`src/rtl/bitsplit_pkg.sv`:
```
// Shared definitions for the 2-bit swapped-lane link (transmit and receive sides).
package bitsplit_pkg;

    localparam int BSYM_W = 2;

    typedef logic [BSYM_W-1:0] bsym_t;

    // Swapping the two lanes is its own inverse, so the transmit side reuses this.
    function automatic bsym_t bsym_unswap(input bsym_t sym);
        return {sym[0], sym[1]};
    endfunction

endpackage

```
`src/rtl/bitsplit_out_reg.sv`:
```
// WIDTH-bit valid/ready holding register: loads a completed word and holds it
// until consumed; a load in the same cycle as a consume replaces the word without a bubble.
module bitsplit_out_reg
    import bitsplit_pkg::*;
#(
    parameter int WIDTH = 8
) (
    input  logic             clk,
    input  logic             reset_l,
    input  logic             load,
    input  logic [WIDTH-1:0] load_data,
    input  logic             out_ready,
    output logic             out_valid,
    output logic [WIDTH-1:0] outvec
);

    // NOTE: reset is synchronous (sampled only on clk), and all state uses <= so
    // every register samples the pre-edge values of its neighbours.
    always_ff @(posedge clk) begin
        if (!reset_l) begin
            out_valid <= 1'b0;
            outvec    <= '0;
        end else if (load) begin
            out_valid <= 1'b1;
            outvec    <= load_data;
        end else if (out_valid && out_ready) begin
            out_valid <= 1'b0;
        end
    end

endmodule

```
`src/rtl/bitsplit_deser.sv`:
```
// Receive-side decoder: un-swaps each 2-bit symbol and packs WIDTH/2 of them into
// one word presented on a valid/ready port; sof restarts packing and flags a drop.
module bitsplit_deser
    import bitsplit_pkg::*;
#(
    parameter int WIDTH     = 8,
    parameter bit MSB_FIRST = 1'b1
) (
    input  logic             clk,
    input  logic             reset_l,
    input  logic             in_valid,
    output logic             in_ready,
    input  logic [1:0]       invec,
    input  logic             sof,
    output logic             out_valid,
    input  logic             out_ready,
    output logic [WIDTH-1:0] outvec,
    output logic             drop
);

    localparam int N     = WIDTH / BSYM_W;
    localparam int CNT_W = $clog2(N);
    localparam logic [CNT_W-1:0] LAST = CNT_W'(N - 1);

    if (WIDTH < 4 || (WIDTH % 2) != 0) begin : g_bad_width
        $error("bitsplit_deser: WIDTH must be even and >= 4");
    end

    logic [CNT_W-1:0] cnt;
    logic [WIDTH-1:0] acc;
    logic [WIDTH-1:0] merged;
    logic [CNT_W-1:0] slot;
    bsym_t            sym;
    logic             at_last;
    logic             accept;
    logic             complete;

    assign sym     = bsym_unswap(invec);
    assign at_last = (cnt == LAST);

    // Only the completing symbol can stall, and only behind a word still held.
    assign in_ready = reset_l && !(at_last && out_valid && !out_ready);
    assign accept   = in_valid && in_ready;
    // An sof symbol is always symbol 0, so it can never complete a word.
    assign complete = accept && !sof && at_last;

    // NOTE: every variable written here gets its default first, so no path leaves
    // one unassigned and no latch is inferred.
    always_comb begin
        slot   = sof ? '0 : cnt;
        merged = sof ? '0 : acc;
        for (int i = 0; i < N; i++) begin
            if (slot == CNT_W'(i)) begin
                if (MSB_FIRST) begin
                    merged[WIDTH-BSYM_W-BSYM_W*i +: BSYM_W] = sym;
                end else begin
                    merged[BSYM_W*i +: BSYM_W] = sym;
                end
            end
        end
    end

    always_ff @(posedge clk) begin
        if (!reset_l) begin
            cnt  <= '0;
            acc  <= '0;
            drop <= 1'b0;
        end else begin
            drop <= accept && sof && (cnt != '0);
            if (accept) begin
                if (sof) begin
                    cnt <= CNT_W'(1);
                    acc <= merged;
                end else if (at_last) begin
                    cnt <= '0;
                    acc <= '0;
                end else begin
                    cnt <= cnt + 1'b1;
                    acc <= merged;
                end
            end
        end
    end

    bitsplit_out_reg #(
        .WIDTH(WIDTH)
    ) u_out_reg (
        .clk      (clk),
        .reset_l  (reset_l),
        .load     (complete),
        .load_data(merged),
        .out_ready(out_ready),
        .out_valid(out_valid),
        .outvec   (outvec)
    );

endmodule
```
`config.mk`:
```
export PLATFORM = sky130hd
export DESIGN_NAME = bitsplit_deser
export DESIGN_NICKNAME = d
export VERILOG_FILES = /design/src/rtl/bitsplit_pkg.sv /design/src/rtl/bitsplit_out_reg.sv /design/src/rtl/bitsplit_deser.sv
export SDC_FILE = /design/constraint.sdc
export NUM_CORES = 1
export LEC_CHECK = 0
export BUFFER_PORTS_ARGS = -buffer_cell sky130_fd_sc_hd__buf_2
export CAP_MARGIN = 40
export CORE_MARGIN = 10
export CORE_UTILIZATION = 52
export DETAILED_ROUTE_END_ITERATION = 16
export GPL_ROUTABILITY_DRIVEN = 0
export GPL_TIMING_DRIVEN = 0
export HOLD_SLACK_MARGIN = 0.15
export PLACE_DENSITY = 0.87
export SYNTH_ARGS = -nofsm -noshare
export SYNTH_HDL_FRONTEND = slang
export SYNTH_SLANG_ARGS = --single-unit
```
`constraint.sdc`:
```
create_clock -name clk -period 1.95 [get_ports clk]
set_clock_uncertainty 0.15 [all_clocks]
set_input_delay 0.0975 -clock clk [delete_from_list [all_inputs] [get_ports clk]]
set_output_delay 0.0975 -clock clk [all_outputs]
set_load 0.02 [all_outputs]
```
Yosys cells after proc, flatten, opt, wreduce, memory -nomap -nowiden
Cells that the tools add are included.

word-level totals
  register bits = 20
  input bits = 7
  output and inout port bits = 11
  word-level logic and storage cells = 37

cells by class
  add/subtract/negate cells = 1
  equality and inequality tests = 4
  muxes and demuxes = 12
  reduce and logical (&&, ||, !) cells = 15

operator list
  operator               count
  $mux W8                3
  $mux W2                6
  $logic_and A1 B1 Y1    9
  $eq A2 B2 Y1 const B   3
  $mux W4                1
  $reduce_bool A2 Y1     2
  $logic_not A1 Y1       3
  $add A2 B1 Y2 const B  1
  $eq A2 B1 Y1 const B   1
  $logic_not A2 Y1       1
  $mux W1                2

Longest topological paths before layout
  depth in word-level cells = 9
  depth in mapped cells = 6
  depth with buffers taken out = 5

By module
Synthesis repeated with hierarchy kept, for this count alone.

unflattened totals
  cells, all modules = 92
  area total of the unflattened synthesis = 974.7 µm²

modules (own cells, without submodules)
  module            times used  cells an instance  area each (µm²)  seq. area each (µm²)
  bitsplit_deser    1           64                 639.4            220.2
  bitsplit_out_reg  1           28                 335.3            180.2

Worst setup path after synthesis
Ideal clock, no wire load.

  path type = register -> register
  from = reg cnt[1]
  to = reg u_out_reg.outvec[1]
  library setup time = 0.128 ns
  arrival = 1.203 ns
  data required time = 1.672 ns
  slack = 0.470 ns
  stages on the path, launching flop included = 7
  path buffers = 1
  clock period less this slack = 1.480 ns
  cells stage by stage = dfxtp_1 ha_1 nand2b_1 nor3_4 buf_6 mux2i_1 nor2_1

on the way
  cells in the longest elaborated chain, start to end = 8
  elaborated cells between the ends (all ways) = 11
  those cells by class = eq/ne: 2; mux: 2; reduce/logical: 7

ends and longest elaborated chain
  element                           line                    text
  start: declaration                bitsplit_deser.sv:29    logic [CNT_W-1:0] cnt;
  start signal: assignment          bitsplit_deser.sv:78    cnt <= cnt + 1'b1;
  $eq A2 B2 Y1                      bitsplit_deser.sv:39    assign at_last = (cnt == LAST);
  $logic_and A1 B1 Y1 (2 in a row)  bitsplit_deser.sv:42    assign in_ready = reset_l && !(at_last && out_valid && !out_ready);
  $logic_not A1 Y1                  bitsplit_deser.sv:42
  $logic_and A1 B1 Y1               bitsplit_deser.sv:42
  $logic_and A1 B1 Y1               bitsplit_deser.sv:43    assign accept = in_valid && in_ready;
  $logic_and A1 B1 Y1 (2 in a row)  bitsplit_deser.sv:45    assign complete = accept && !sof && at_last;
  end signal: assignment            bitsplit_out_reg.sv:25  outvec <= load_data;
  end: declaration                  bitsplit_out_reg.sv:14  output logic [WIDTH-1:0] outvec

Several ways; a longest one is shown, not always the timed one.
A chain may end at the register's enable or synchronous reset.

Worst setup path in the final report
  from = reg cnt[1]
  to = reg acc[1]

on the way
  cells in the longest elaborated chain, start to end = 6
  elaborated cells between the ends (all ways) = 11
  those cells by class = eq/ne: 2; mux: 4; reduce/logical: 5

ends and longest elaborated chain
  element                                          line                  text
  branches (longest 6 deep; another with $mux W8)  n/a
  end signal: assignment                           bitsplit_deser.sv:73  acc <= merged;
  end signal: assignment                           bitsplit_deser.sv:79  acc <= merged;
  end: declaration                                 bitsplit_deser.sv:30  logic [WIDTH-1:0] acc;

Several ways; the timed one is not identified.

==> impl_metrics.tcl <==
set metrics [dict create \
    status "finished, final reports clean" \
    critPathLaunchType "register" \
    fp.coreArea_mm2 0.00171 \
    fin_crit_sh_pct 86.0 \
    track_usage_pct 10.2 \
    num_antenna_cells 0 \
    worstPathMaxFanout 8 \
    setup_violations 0 \
    die_y_um 62.3 \
    r2r_slack_ns 0.27 \
    grt_pass1_wl_mm 3.34 \
    grt_antenna_before_repair 0 \
    fmax_mhz 596 \
    postCtsSetupBuffers 0 \
    critical_path_required_ns 2.00 \
    synth_edf_count 0 \
    yosys_register_bits 20 \
    swShare_pct 21.2 \
    rsz0062_at_grt "false" \
    die_x_um 62.3 \
    numCtsBuffers 3 \
    grt_max_degree 13 \
    r2r_start "cnt[1]" \
    hold_path.class "in -> reg" \
    synth_area_um2 930 \
    r2r-end "acc[1]" \
    critPathSlowestCell "dfxtp_1" \
    worst_slew_pin_slew_ns 0.396 \
    clkPwrFrac_pct 41.1 \
    hold_violations 0 \
    arrival_ns 1.72 \
    crit_type "reg -> reg" \
    numPortBuffers 17 \
    synth_nets 109 \
    ys_seq_area_share_pct 43.1 \
    fin_tns_setup_ns 0 \
    synth_compound_area_share_pct 10.8 \
    power.switching_w 0.000176 \
    final_area_mm2 0.00115 \
    htree_levels 1 \
    path_clk_slew_ns 0.12 \
    p_int_w 0.000653 \
    rows 15 \
    cts.sinks 20 \
    drtPass1Iterations 4 \
    synth.mux.area_fraction_pct 15.1 \
    dpl.hpwl_mm 1.43 \
    hold_end "u_out_reg.outvec[0]" \
    fin_crit_ns 1.68 \
    routed_wl_mm 2.10 \
    clk_latency_ns 0.30 \
    p_leak_nw 0.491 \
    post-route-drc-count 0 \
    synth-xor-area-share_pct 0 \
    drtIter0Drc 16 \
    grt_overflow 0 \
    io_pins 18 \
    slew-limit-headroom_pct 73.6 \
    async_reset_ff_share_pct 0 \
    ant_nets 0 \
    synth_top_family_by_area "simple AND/OR/NAND/NOR gates" \
    cts_tree "done" \
    post_dp_cell_area_mm2 0.00105 \
    vias 796 \
    cts-root-buf "clkbuf_4" \
    synth_simple_gate_area_share_pct 24.1 \
    fill_cells 143 \
    instances_no_fill 151 \
    r2r_cells 6 \
    final_nets 136 \
    wire_per_inst_um 13.9 \
    vdd_drop_max_mv 0.500 \
    finish.utilization_pct 67.3 \
    holdPathStages 5 \
    seqPwrFrac_pct 50.4 \
    path_cells "ha_1 > nand2b_1 > and3b_1 > buf_2 > a22oi_1 > nor2_1" \
    dpl.cell_count 142 \
    power_density_mw_per_mm2 721 \
    slowest_delay_ns 0.47 \
    synth_area_per_cell_um2 9.30 \
    endpoint_kind "register" \
    synth-warning-count 0 \
    ys_types 24 \
    ys.flop_type "dfxtp_1" \
    layout-drive-gt1-share_pct 20.6 \
    cts_max_path_buffers 2 \
    die_area_mm2 0.00388 \
    combPwrFrac_pct 8.5 \
    area_growth_syn_to_layout_pct 23.6 \
    hold_path.startpoint "sof" \
    synthAdderAreaFrac_pct 2.69 \
    start_util_pct 54.4 \
    synth_cells 100 \
    first_global_vias 744 \
    maxSlewViolCount 0 \
    vias_per_cell 5.27 \
    maxCapViolCount 0 \
]
[cell usage after synthesis, types with 2 or more instances]
cell type | number | share of area (%)
inv_1 | 3 | 1.2
a21oi_1 | 6 | 3.2
nor2_1 | 14 | 5.7
nand2_1 | 4 | 1.6
clkbuf_1 | 2 | 0.81
ha_1 | 2 | 2.7
mux2i_1 | 14 | 15
a22oi_1 | 6 | 4.8
dfxtp_1 | 20 | 43
buf_2 | 2 | 1.1
o21ai_1 | 2 | 1.1
nand2b_1 | 13 | 8.7
[placed cells by master (no fill, tap or decap), drive strengths merged, types with 2 or more instances in the layout]
cell type and n:
ha 2, clkbuf 5, mux2i 14, nor3 2, a21oi 6, nand2b 13
inv 3, buf 20, dlygate4sd3 5, dfxtp 20, a22oi 6, o21ai 2
nand2 4, nor2 14
[routing by layer]
| layer | global-route usage (%) | share of wire (%) | up-vias |
|---|---|---|---|
| met3 | 3.23 | 3.8 | 5 |
| met5 | 0 | 0 | - |
| met4 | 3.63 | 2.1 | 0 |
| met1 | 11.6 | 44 | 380 |
| met2 | 17.6 | 50 | 18 |
| li1 | - | - | 393 |
[critical path: cells and delay by family (launching register included)]
kind	cells	cell delay, ns
buffers and inverters	1	0.17
and+or+nand+nor	3	0.33
DFF	1	0.47
adders and majority gates	1	0.24
AOI/OAI and AO/OA	1	0.20
[power by group through the flow]
| stage | clock [W] | sequential (W) | combinational (W) |
|---|---|---|---|
| finish | 0.000340 | 0.000418 | 0.0000705 |
| global route | 0.000370 | 0.000419 | 0.0000754 |
| CTS | 0.000346 | 0.000417 | 0.0000686 |
| detailed placement | 0 | 0.000427 | 0.0000603 |
| global placement | 0 | 0.000427 | 0.0000591 |
| floorplan | 0 | 0.000426 | 0.0000402 |
[worst max path at each step]
stage,depth (start not counted),start,end,slack (ns)
global route,6,cnt[1],u_out_reg.outvec[3],0.16
finish,6,cnt[1],acc[1],0.27
floorplan,6,cnt[1],u_out_reg.outvec[1],0.47
detailed placement,6,cnt[1],u_out_reg.outvec[5],0.31
CTS,6,cnt[1],u_out_reg.outvec[5],0.29
global placement,6,cnt[1],u_out_reg.outvec[3],0.34
[stage by stage]
| step | power, W | setup WS, ns | hold WS [ns] |
|---|---|---|---|
| floorplan | 0.000466 | 0.470 | 0.0893 |
| global placement | 0.000486 | 0.338 | 0.233 |
| detailed placement | 0.000487 | 0.307 | 0.248 |
| CTS | 0.000832 | 0.290 | 0.179 |
| global route | 0.000864 | 0.162 | 0.197 |
| finish | 0.000828 | 0.272 | 0.185 |
[logic make-up after synthesis]
kind of cell	count (synthesis)
muxes	14
AOI/OAI and AO/OA	16
and+or+nand+nor	40
DFF	20
buffers and inverters	8
adders and majority gates	2
[flip-flops by register name (all words and copies together) (netlist names)]
name	cells
acc	8
u_out_reg.outvec	8
cnt	2
drop	1
u_out_reg.out_valid	1
[cell type report]
type	count	area, um2	share of cell area, %
clock buffers	3	22.5	1.96
plain buffers	5	28.8	2.51
repair buffers	22	135	11.8
flip-flops and latches	20	400	34.9
inverters	3	11.3	0.980
multi-input cells	72	489	42.6
clock inverters	1	30.0	2.61
well taps	25	31.3	2.72
[repair_timing]
action                                  4_1_cts  5_1_grt
resized for setup                             0        0
hold endpoints to repair                     11        0
hold buffers                                  5        0
endpoints found under the setup margin        0        0
Note: power is estimated with default switching activity, not from simulation.
